<file path="src/rtl/rv_pkg.sv">
// Shared RV32I encoding constants and payload types.
// The opcode decoder uses the same constants.
package rv_pkg;

    localparam int unsigned XLEN   = 32;
    localparam int unsigned REG_W  = 5;
    localparam int unsigned TYPE_W = 3;
    localparam int unsigned F3_W   = 3;
    localparam int unsigned F7_W   = 7;
    localparam int unsigned IMM_W  = 13;
    localparam int unsigned OPC_W  = 7;
    localparam int unsigned CNT_W  = 16;

    localparam logic [OPC_W-1:0] OPC_R = 7'b0110011;
    localparam logic [OPC_W-1:0] OPC_I = 7'b0010011;
    localparam logic [OPC_W-1:0] OPC_L = 7'b0000011;
    localparam logic [OPC_W-1:0] OPC_S = 7'b0100011;
    localparam logic [OPC_W-1:0] OPC_B = 7'b1100011;

    localparam logic [XLEN-1:0] NOP_INSTR = 32'h0000_0013;

    // Request type is a raw field: codes 5-7 can arrive and must be flagged.
    typedef logic [TYPE_W-1:0] req_type_t;
    localparam req_type_t REQ_R = 3'd0;
    localparam req_type_t REQ_I = 3'd1;
    localparam req_type_t REQ_L = 3'd2;
    localparam req_type_t REQ_S = 3'd3;
    localparam req_type_t REQ_B = 3'd4;

    typedef struct packed {
        req_type_t         req_type;
        logic [REG_W-1:0]  rd;
        logic [REG_W-1:0]  rs1;
        logic [REG_W-1:0]  rs2;
        logic [F3_W-1:0]   funct3;
        logic [F7_W-1:0]   funct7;
        logic [IMM_W-1:0]  imm;
    } enc_req_t;

    typedef enum logic [1:0] {
        ST_IDLE  = 2'd0,
        ST_RUN   = 2'd1,
        ST_DRAIN = 2'd2
    } enc_state_e;

endpackage

</file>
<file path="src/rtl/instr_encoder_if.sv">
// Request-side and memory-write-side bundle of the instruction encoder.
// slave = encoder, master = loader driving requests and accepting writes.
interface instr_encoder_if
    import rv_pkg::*;
#(
    parameter int unsigned ADDR_W = 10
) ();

    logic              start_i;
    logic [ADDR_W-1:0] start_addr_i;
    logic              stop_i;
    logic              req_valid_i;
    logic              req_ready_o;
    logic [TYPE_W-1:0] req_type_i;
    logic [REG_W-1:0]  rd_i;
    logic [REG_W-1:0]  rs1_i;
    logic [REG_W-1:0]  rs2_i;
    logic [F3_W-1:0]   funct3_i;
    logic [F7_W-1:0]   funct7_i;
    logic [IMM_W-1:0]  imm_i;
    logic              wr_valid_o;
    logic              wr_ready_i;
    logic [ADDR_W-1:0] wr_addr_o;
    logic [XLEN-1:0]   wr_data_o;
    logic              err_o;
    logic              done_o;
    logic [CNT_W-1:0]  count_o;

    modport slave (
        input  start_i, start_addr_i, stop_i, req_valid_i, req_type_i,
               rd_i, rs1_i, rs2_i, funct3_i, funct7_i, imm_i, wr_ready_i,
        output req_ready_o, wr_valid_o, wr_addr_o, wr_data_o, err_o, done_o, count_o
    );

    modport master (
        output start_i, start_addr_i, stop_i, req_valid_i, req_type_i,
               rd_i, rs1_i, rs2_i, funct3_i, funct7_i, imm_i, wr_ready_i,
        input  req_ready_o, wr_valid_o, wr_addr_o, wr_data_o, err_o, done_o, count_o
    );

endinterface

</file>
<file path="src/rtl/instr_asm.sv">
// Combinational RV32I word assembler sitting between pipeline stages S1 and S2.
// Illegal types yield a NOP; out-of-range immediates are truncated and flagged.
module instr_asm
    import rv_pkg::*;
(
    input  enc_req_t        req_i,
    output logic [XLEN-1:0] word_o,
    output logic            err_o
);

    always_comb begin
        word_o = NOP_INSTR;
        err_o  = 1'b0;
        case (req_i.req_type)
            REQ_R: word_o = {req_i.funct7, req_i.rs2, req_i.rs1, req_i.funct3, req_i.rd, OPC_R};
            REQ_I: begin
                word_o = {req_i.imm[11:0], req_i.rs1, req_i.funct3, req_i.rd, OPC_I};
                err_o  = req_i.imm[12] ^ req_i.imm[11];
            end
            REQ_L: begin
                word_o = {req_i.imm[11:0], req_i.rs1, req_i.funct3, req_i.rd, OPC_L};
                err_o  = req_i.imm[12] ^ req_i.imm[11];
            end
            REQ_S: begin
                word_o = {req_i.imm[11:5], req_i.rs2, req_i.rs1, req_i.funct3,
                          req_i.imm[4:0], OPC_S};
                err_o  = req_i.imm[12] ^ req_i.imm[11];
            end
            REQ_B: begin
                word_o = {req_i.imm[12], req_i.imm[10:5], req_i.rs2, req_i.rs1, req_i.funct3,
                          req_i.imm[4:1], req_i.imm[11], OPC_B};
                err_o  = req_i.imm[0];
            end
            default: err_o = 1'b1;
        endcase
    end

endmodule

</file>
<file path="src/rtl/instr_encoder.sv">
// Sequential RV32I instruction assembler: two-stage pipeline streaming words to imem.
// Optional INSTR_ENC_COUNT_EN adds a saturating count of completed writes on count_o.
module instr_encoder
    import rv_pkg::*;
#(
    parameter int unsigned ADDR_W = 10
) (
    input  logic           clk_i,
    input  logic           rst_i,
    instr_encoder_if.slave bus
);

    enc_state_e        state_q, state_d;
    enc_req_t          s1_q, s1_d;
    logic              s1_vld_q, s1_vld_d;
    logic [XLEN-1:0]   s2_data_q, s2_data_d;
    logic              s2_vld_q, s2_vld_d;
    logic [ADDR_W-1:0] addr_q, addr_d;
    logic              err_q, err_d;
    logic              done_q, done_d;

    enc_req_t          req_in;
    logic [XLEN-1:0]   asm_word;
    logic              asm_err;
    logic              s2_load_ok, s1_adv, req_ready, accept, s2_load, wr_hs;

    assign req_in = '{req_type: bus.req_type_i, rd: bus.rd_i, rs1: bus.rs1_i, rs2: bus.rs2_i,
                      funct3: bus.funct3_i, funct7: bus.funct7_i, imm: bus.imm_i};

    instr_asm u_asm (
        .req_i  (s1_q),
        .word_o (asm_word),
        .err_o  (asm_err)
    );

    // Elastic two-stage handshake; S1 can refill in the same cycle it drains.
    assign s2_load_ok = !s2_vld_q || bus.wr_ready_i;
    assign s1_adv     = !s1_vld_q || s2_load_ok;
    assign req_ready  = (state_q == ST_RUN) && s1_adv;
    assign accept     = bus.req_valid_i && req_ready;
    assign s2_load    = s1_vld_q && s2_load_ok;
    assign wr_hs      = s2_vld_q && bus.wr_ready_i;

    always_comb begin
        state_d   = state_q;
        s1_d      = s1_q;
        s1_vld_d  = s1_vld_q;
        s2_data_d = s2_data_q;
        s2_vld_d  = s2_vld_q;
        addr_d    = addr_q;
        err_d     = err_q;
        done_d    = 1'b0;

        if (s2_load) begin
            s2_data_d = asm_word;
            s2_vld_d  = 1'b1;
            err_d     = err_q | asm_err;
        end else if (wr_hs) begin
            s2_vld_d  = 1'b0;
        end

        if (accept) begin
            s1_d     = req_in;
            s1_vld_d = 1'b1;
        end else if (s2_load) begin
            s1_vld_d = 1'b0;
        end

        if (wr_hs) addr_d = addr_q + ADDR_W'(4);

        // Start is only honoured in IDLE, where the pipeline is always empty.
        case (state_q)
            ST_IDLE: if (bus.start_i) begin
                state_d = ST_RUN;
                addr_d  = {bus.start_addr_i[ADDR_W-1:2], 2'b00};
                err_d   = 1'b0;
            end
            ST_RUN:   if (bus.stop_i) state_d = ST_DRAIN;
            ST_DRAIN: if (!s1_vld_q && !s2_vld_q) begin
                state_d = ST_IDLE;
                done_d  = 1'b1;
            end
            default:  state_d = ST_IDLE;
        endcase
    end

    always_ff @(posedge clk_i or posedge rst_i) begin
        if (rst_i) begin
            state_q   <= ST_IDLE;
            s1_q      <= '0;
            s1_vld_q  <= 1'b0;
            s2_data_q <= '0;
            s2_vld_q  <= 1'b0;
            addr_q    <= '0;
            err_q     <= 1'b0;
            done_q    <= 1'b0;
        end else begin
            state_q   <= state_d;
            s1_q      <= s1_d;
            s1_vld_q  <= s1_vld_d;
            s2_data_q <= s2_data_d;
            s2_vld_q  <= s2_vld_d;
            addr_q    <= addr_d;
            err_q     <= err_d;
            done_q    <= done_d;
        end
    end

`ifdef INSTR_ENC_COUNT_EN
    logic [CNT_W-1:0] count_q, count_d;

    always_comb begin
        count_d = count_q;
        if (state_q == ST_IDLE && bus.start_i) count_d = '0;
        else if (wr_hs && count_q != '1)      count_d = count_q + CNT_W'(1);
    end

    always_ff @(posedge clk_i or posedge rst_i) begin
        if (rst_i) count_q <= '0;
        else       count_q <= count_d;
    end

    assign bus.count_o = count_q;
`else
    assign bus.count_o = '0;
`endif

    assign bus.req_ready_o = req_ready;
    assign bus.wr_valid_o  = s2_vld_q;
    assign bus.wr_data_o   = s2_data_q;
    assign bus.wr_addr_o   = addr_q;
    assign bus.err_o       = err_q;
    assign bus.done_o      = done_q;

endmodule

</file>
<file path="src/flat_wrapper.sv">
// flat-port wrapper written by rule: the top's interface ports become plain ports
module instr_encoder_flat import rv_pkg::*;
#(
    parameter int unsigned ADDR_W = 10
)
  (clk_i, rst_i, bus_start_i, bus_start_addr_i, bus_stop_i, bus_req_valid_i, bus_req_type_i, bus_rd_i, bus_rs1_i, bus_rs2_i, bus_funct3_i, bus_funct7_i, bus_imm_i, bus_wr_ready_i, bus_req_ready_o, bus_wr_valid_o, bus_wr_addr_o, bus_wr_data_o, bus_err_o, bus_done_o, bus_count_o);
  instr_encoder_if #(.ADDR_W(ADDR_W)) bus_i ();
  input  logic clk_i;
  input  logic rst_i;
  input wire logic [$bits(bus_i.start_i)-1:0] bus_start_i;
  input wire logic [$bits(bus_i.start_addr_i)-1:0] bus_start_addr_i;
  input wire logic [$bits(bus_i.stop_i)-1:0] bus_stop_i;
  input wire logic [$bits(bus_i.req_valid_i)-1:0] bus_req_valid_i;
  input wire logic [$bits(bus_i.req_type_i)-1:0] bus_req_type_i;
  input wire logic [$bits(bus_i.rd_i)-1:0] bus_rd_i;
  input wire logic [$bits(bus_i.rs1_i)-1:0] bus_rs1_i;
  input wire logic [$bits(bus_i.rs2_i)-1:0] bus_rs2_i;
  input wire logic [$bits(bus_i.funct3_i)-1:0] bus_funct3_i;
  input wire logic [$bits(bus_i.funct7_i)-1:0] bus_funct7_i;
  input wire logic [$bits(bus_i.imm_i)-1:0] bus_imm_i;
  input wire logic [$bits(bus_i.wr_ready_i)-1:0] bus_wr_ready_i;
  output wire logic [$bits(bus_i.req_ready_o)-1:0] bus_req_ready_o;
  output wire logic [$bits(bus_i.wr_valid_o)-1:0] bus_wr_valid_o;
  output wire logic [$bits(bus_i.wr_addr_o)-1:0] bus_wr_addr_o;
  output wire logic [$bits(bus_i.wr_data_o)-1:0] bus_wr_data_o;
  output wire logic [$bits(bus_i.err_o)-1:0] bus_err_o;
  output wire logic [$bits(bus_i.done_o)-1:0] bus_done_o;
  output wire logic [$bits(bus_i.count_o)-1:0] bus_count_o;
  assign bus_i.start_i = bus_start_i;
  assign bus_i.start_addr_i = bus_start_addr_i;
  assign bus_i.stop_i = bus_stop_i;
  assign bus_i.req_valid_i = bus_req_valid_i;
  assign bus_i.req_type_i = bus_req_type_i;
  assign bus_i.rd_i = bus_rd_i;
  assign bus_i.rs1_i = bus_rs1_i;
  assign bus_i.rs2_i = bus_rs2_i;
  assign bus_i.funct3_i = bus_funct3_i;
  assign bus_i.funct7_i = bus_funct7_i;
  assign bus_i.imm_i = bus_imm_i;
  assign bus_i.wr_ready_i = bus_wr_ready_i;
  assign bus_req_ready_o = bus_i.req_ready_o;
  assign bus_wr_valid_o = bus_i.wr_valid_o;
  assign bus_wr_addr_o = bus_i.wr_addr_o;
  assign bus_wr_data_o = bus_i.wr_data_o;
  assign bus_err_o = bus_i.err_o;
  assign bus_done_o = bus_i.done_o;
  assign bus_count_o = bus_i.count_o;
  instr_encoder #(.ADDR_W(ADDR_W)) u_core (.clk_i(clk_i), .rst_i(rst_i), .bus(bus_i));
endmodule
</file>
<file path="config.mk">
export PLATFORM = sky130hd
export DESIGN_NAME = instr_encoder_flat
export DESIGN_NICKNAME = d
export VERILOG_FILES = /design/src/rtl/rv_pkg.sv /design/src/rtl/instr_encoder_if.sv /design/src/rtl/instr_asm.sv /design/src/rtl/instr_encoder.sv /design/src/flat_wrapper.sv
export SDC_FILE = /design/constraint.sdc
export NUM_CORES = 1
export LEC_CHECK = 0
export BUFFER_PORTS_ARGS = -buffer_cell sky130_fd_sc_hd__buf_4
export CAP_MARGIN = 25
export CELL_PAD_IN_SITES_DETAIL_PLACEMENT = 1
export CELL_PAD_IN_SITES_GLOBAL_PLACEMENT = 2
export CORE_ASPECT_RATIO = 1.25
export CORE_MARGIN = 1.5
export CORE_UTILIZATION = 36
export DETAILED_ROUTE_END_ITERATION = 12
export GPL_ROUTABILITY_DRIVEN = 0
export PLACE_DENSITY = 0.91
export SETUP_SLACK_MARGIN = 0.3
export SLEW_MARGIN = 20
export SYNTH_ARGS = -nofsm -noshare
export SYNTH_HDL_FRONTEND = slang
export SYNTH_SLANG_ARGS = --single-unit
</file>
<file path="constraint.sdc">
create_clock -name clk_i -period 6.1 [get_ports clk_i]
set_input_delay 0.61 -clock clk_i [delete_from_list [all_inputs] [get_ports clk_i]]
set_output_delay 0.61 -clock clk_i [all_outputs]
set_load 0.01 [all_outputs]
</file>
==> impl_metrics.json <==
{
  "status": "completed",
  "async_reset_ff_share_pct": 100,
  "yosys_most_used_dff": "dfrtp_1",
  "drive_gt1_share_pct": 38.4,
  "mostFrequentLayoutCells": "98 x buf_4, 84 x dfrtp_1, 39 x mux2_4",
  "dp_slack_ps": 3800,
  "grt_max_degree": 85,
  "htreeDepth": 3,
  "leakagePower_nw": 2.46,
  "drv_cap": 0,
  "fin_nets": 480,
  "boundaryPins": 119,
  "crit_required_ps": 6330,
  "area_delta_synth_final_pct": 24.1,
  "cp_top_family": "flip-flops",
  "rsz0062_at_grt": "false",
  "seq_area_mm2": 0.00210,
  "cts_setup_buffers": 0,
  "crit_chain": "inv_1 -> a32oi_1 -> o21ai_0 -> a22o_1",
  "cts_tree": "yes",
  "period_needed_ps": 2310,
  "cts.clk_slew.worst_paths_ps": 60,
  "fin_ws_ps": 3790,
  "diodes": 0,
  "synth.distinct_cells": 42,
  "reg2reg_slack_ps": 3790,
  "worst_setup_path_end_kind": "register",
  "cts-root-buf": "clkbuf_16",
  "post_cts_resized": 0,
  "power_mw": 2.69,
  "crit_buf_inv": 1,
  "first_pass_iters": 4,
  "multi_input_area_mm2": 0.00171,
  "crit_path_max_fanout": 22,
  "grt_overflow": 0,
  "cts_buffers": 9,
  "via_per_inst": 4.96,
  "die_area_mm2": 0.0119,
  "ir_drop_mv": 0.204,
  "finalSetupViolCount": 0,
  "ys_ff_latch": 84,
  "final_common_cell": "buf_4",
  "drtIter0Drc": 98,
  "vias": 2789,
  "wl_per_cell_um": 17.4,
  "clock-sinks": 84,
  "r2r-start": "u_core.s1_q[40]$_DFFE_PP0P_",
  "timing.slew.headroom_pct": 40.2,
  "syn_area_mm2": 0.00405,
  "worstPathArrival_ps": 2530,
  "reg2reg_to": "u_core.bus.wr_data_o[7]$_DFFE_PP0P_",
  "antenna_found_initial": 0,
  "cts_buffer_depth": 2,
  "synth.avg_cell_area_um2": 12.1,
  "core-area_mm2": 0.0110,
  "cts_hold_buf": 0,
  "yosysWarnings": 0,
  "crit_start": "u_core.s1_q[40]$_DFFE_PP0P_",
  "grt_util_all_layers_pct": 16.9,
  "hold_viol_final": 0,
  "drt-total-wl_um": 9770,
  "grt_pass1_wl_um": 15600,
  "critPathKind": "register to register",
  "die_w_um": 97.8,
  "synthCells": 335,
  "drcViolationCount": 0,
  "die_y_um": 122,
  "initial_core_util_pct": 36.7,
  "power_density_mw_per_mm2": 535,
  "fin_skew_ps": 6.68,
  "finalCritPeriodShare_pct": 37.8,
  "startpoint_type": "register",
  "r2r_cells": 4,
  "synth_edf_count": 0,
  "ant_nets": 0,
  "hpwl_um": 6630,
  "timing.fmax_mhz": 433,
  "slowest_stage": "dfrtp_1",
  "max_stage_delay_ps": 890,
  "hold_class": "input port to asynchronous set/reset pin",
  "grt_pass1_vias": 3019,
  "drv_slew": 0,
  "clock_latency_ps": 340,
  "worstMarginPinSlew_ps": 893,
  "core.rowCount": 43,
  "portBuffers": 96,
  "fill_cells": 1221,
  "setup_tns_ps": 0,
  "synth-seq-area-share_pct": 51.9
}
[stage by stage]
stage               area (µm²)  hold slack (ps)  std cells  util (%)
detailed placement        4750              480        546      43.0
global placement          4750              467        546      43.0
CTS                       5020              472        562      45.5
floorplan                 4120              464        354         -
finish                    5020              480        562      45.5
global route              5020              480        562      45.5
[synth_stat cells (7+ instances only)]
| cell | n | area share (%) |
|---|---|---|
| mux2i_1 | 11 | 2.7 |
| mux2_4 | 39 | 14 |
| o21ai_0 | 26 | 3.2 |
| clkbuf_1 | 7 | 0.65 |
| buf_4 | 23 | 4.3 |
| buf_2 | 8 | 0.99 |
| a22o_1 | 13 | 2.8 |
| nor2_1 | 9 | 0.83 |
| dfrtp_1 | 84 | 52 |
| a21oi_1 | 10 | 1.2 |
| nand2_1 | 28 | 2.6 |
[per-layer routing]
metal / wire, µm / up-vias / track usage, %
met5: 0 / - / 0
met1: 4160 / 1388 / 20.9
met4: 188 / 0 / 7.50
li1: - / 1315 / -
met2: 5080 / 77 / 29.4
met3: 347 / 9 / 2.52
[report_power, final]
part | leakage (nW) | internal, mW | switching, mW
Clock | 0.135 | 0.284 | 0.216
Sequential | 1.03 | 0.812 | 0.272
Combinational | 1.29 | 0.610 | 0.493
Total | 2.46 | 1.71 | 0.980
[area by class of cell]
cell class | instances | share of cell area [%]
clock buffer | 11 | 4.83
clock inverter | 5 | 0.548
inverter | 6 | 0.473
multi-input combinational | 222 | 34.0
sequential | 84 | 41.9
tap | 135 | 3.36
timing repair buffer | 99 | 14.9
[state kept, by name, summed over array words and instances, names as in the netlist]
register and count:
u_core.bus.err_o 1, u_core.s1_vld_q 1, u_core.bus.wr_addr_o 8, u_core.bus.wr_valid_o 1, u_core.s1_q 41, u_core.bus.wr_data_o 29, u_core.bus.done_o 1, u_core.state_q 2
[worst reg2reg max path, cell delays in order (launching register included)]
cell and delay (ps):
dfrtp_1 890, inv_1 610, a32oi_1 370, o21ai_0 110, a22o_1 220
[how the worst max path moves through the flow]
stage                                     endpoint  slack [ps]  cells after the start
2_1_floorplan          u_core.bus.done_o$_DFF_PP0_        3320                      1
3_3_place_gp            u_core.s1_q[9]$_DFFE_PP0P_        3820                      6
3_5_place_dp            u_core.s1_q[9]$_DFFE_PP0P_        3800                      6
4_1_cts        u_core.bus.wr_data_o[7]$_DFFE_PP0P_        3810                      4
5_1_grt        u_core.bus.wr_data_o[7]$_DFFE_PP0P_        3630                      4
6_report       u_core.bus.wr_data_o[7]$_DFFE_PP0P_        3790                      4
[cells by family after synthesis]
logic type | share of synthesized area (%)
xor+xnor | 2.16
simple gates | 6.74
buf+inv | 7.58
fa+ha+maj | 0.309
flops | 51.9
compound gates | 12.9
other cells | 0.0927
mux | 18.3
Note: power is estimated with default switching activity, not from simulation.
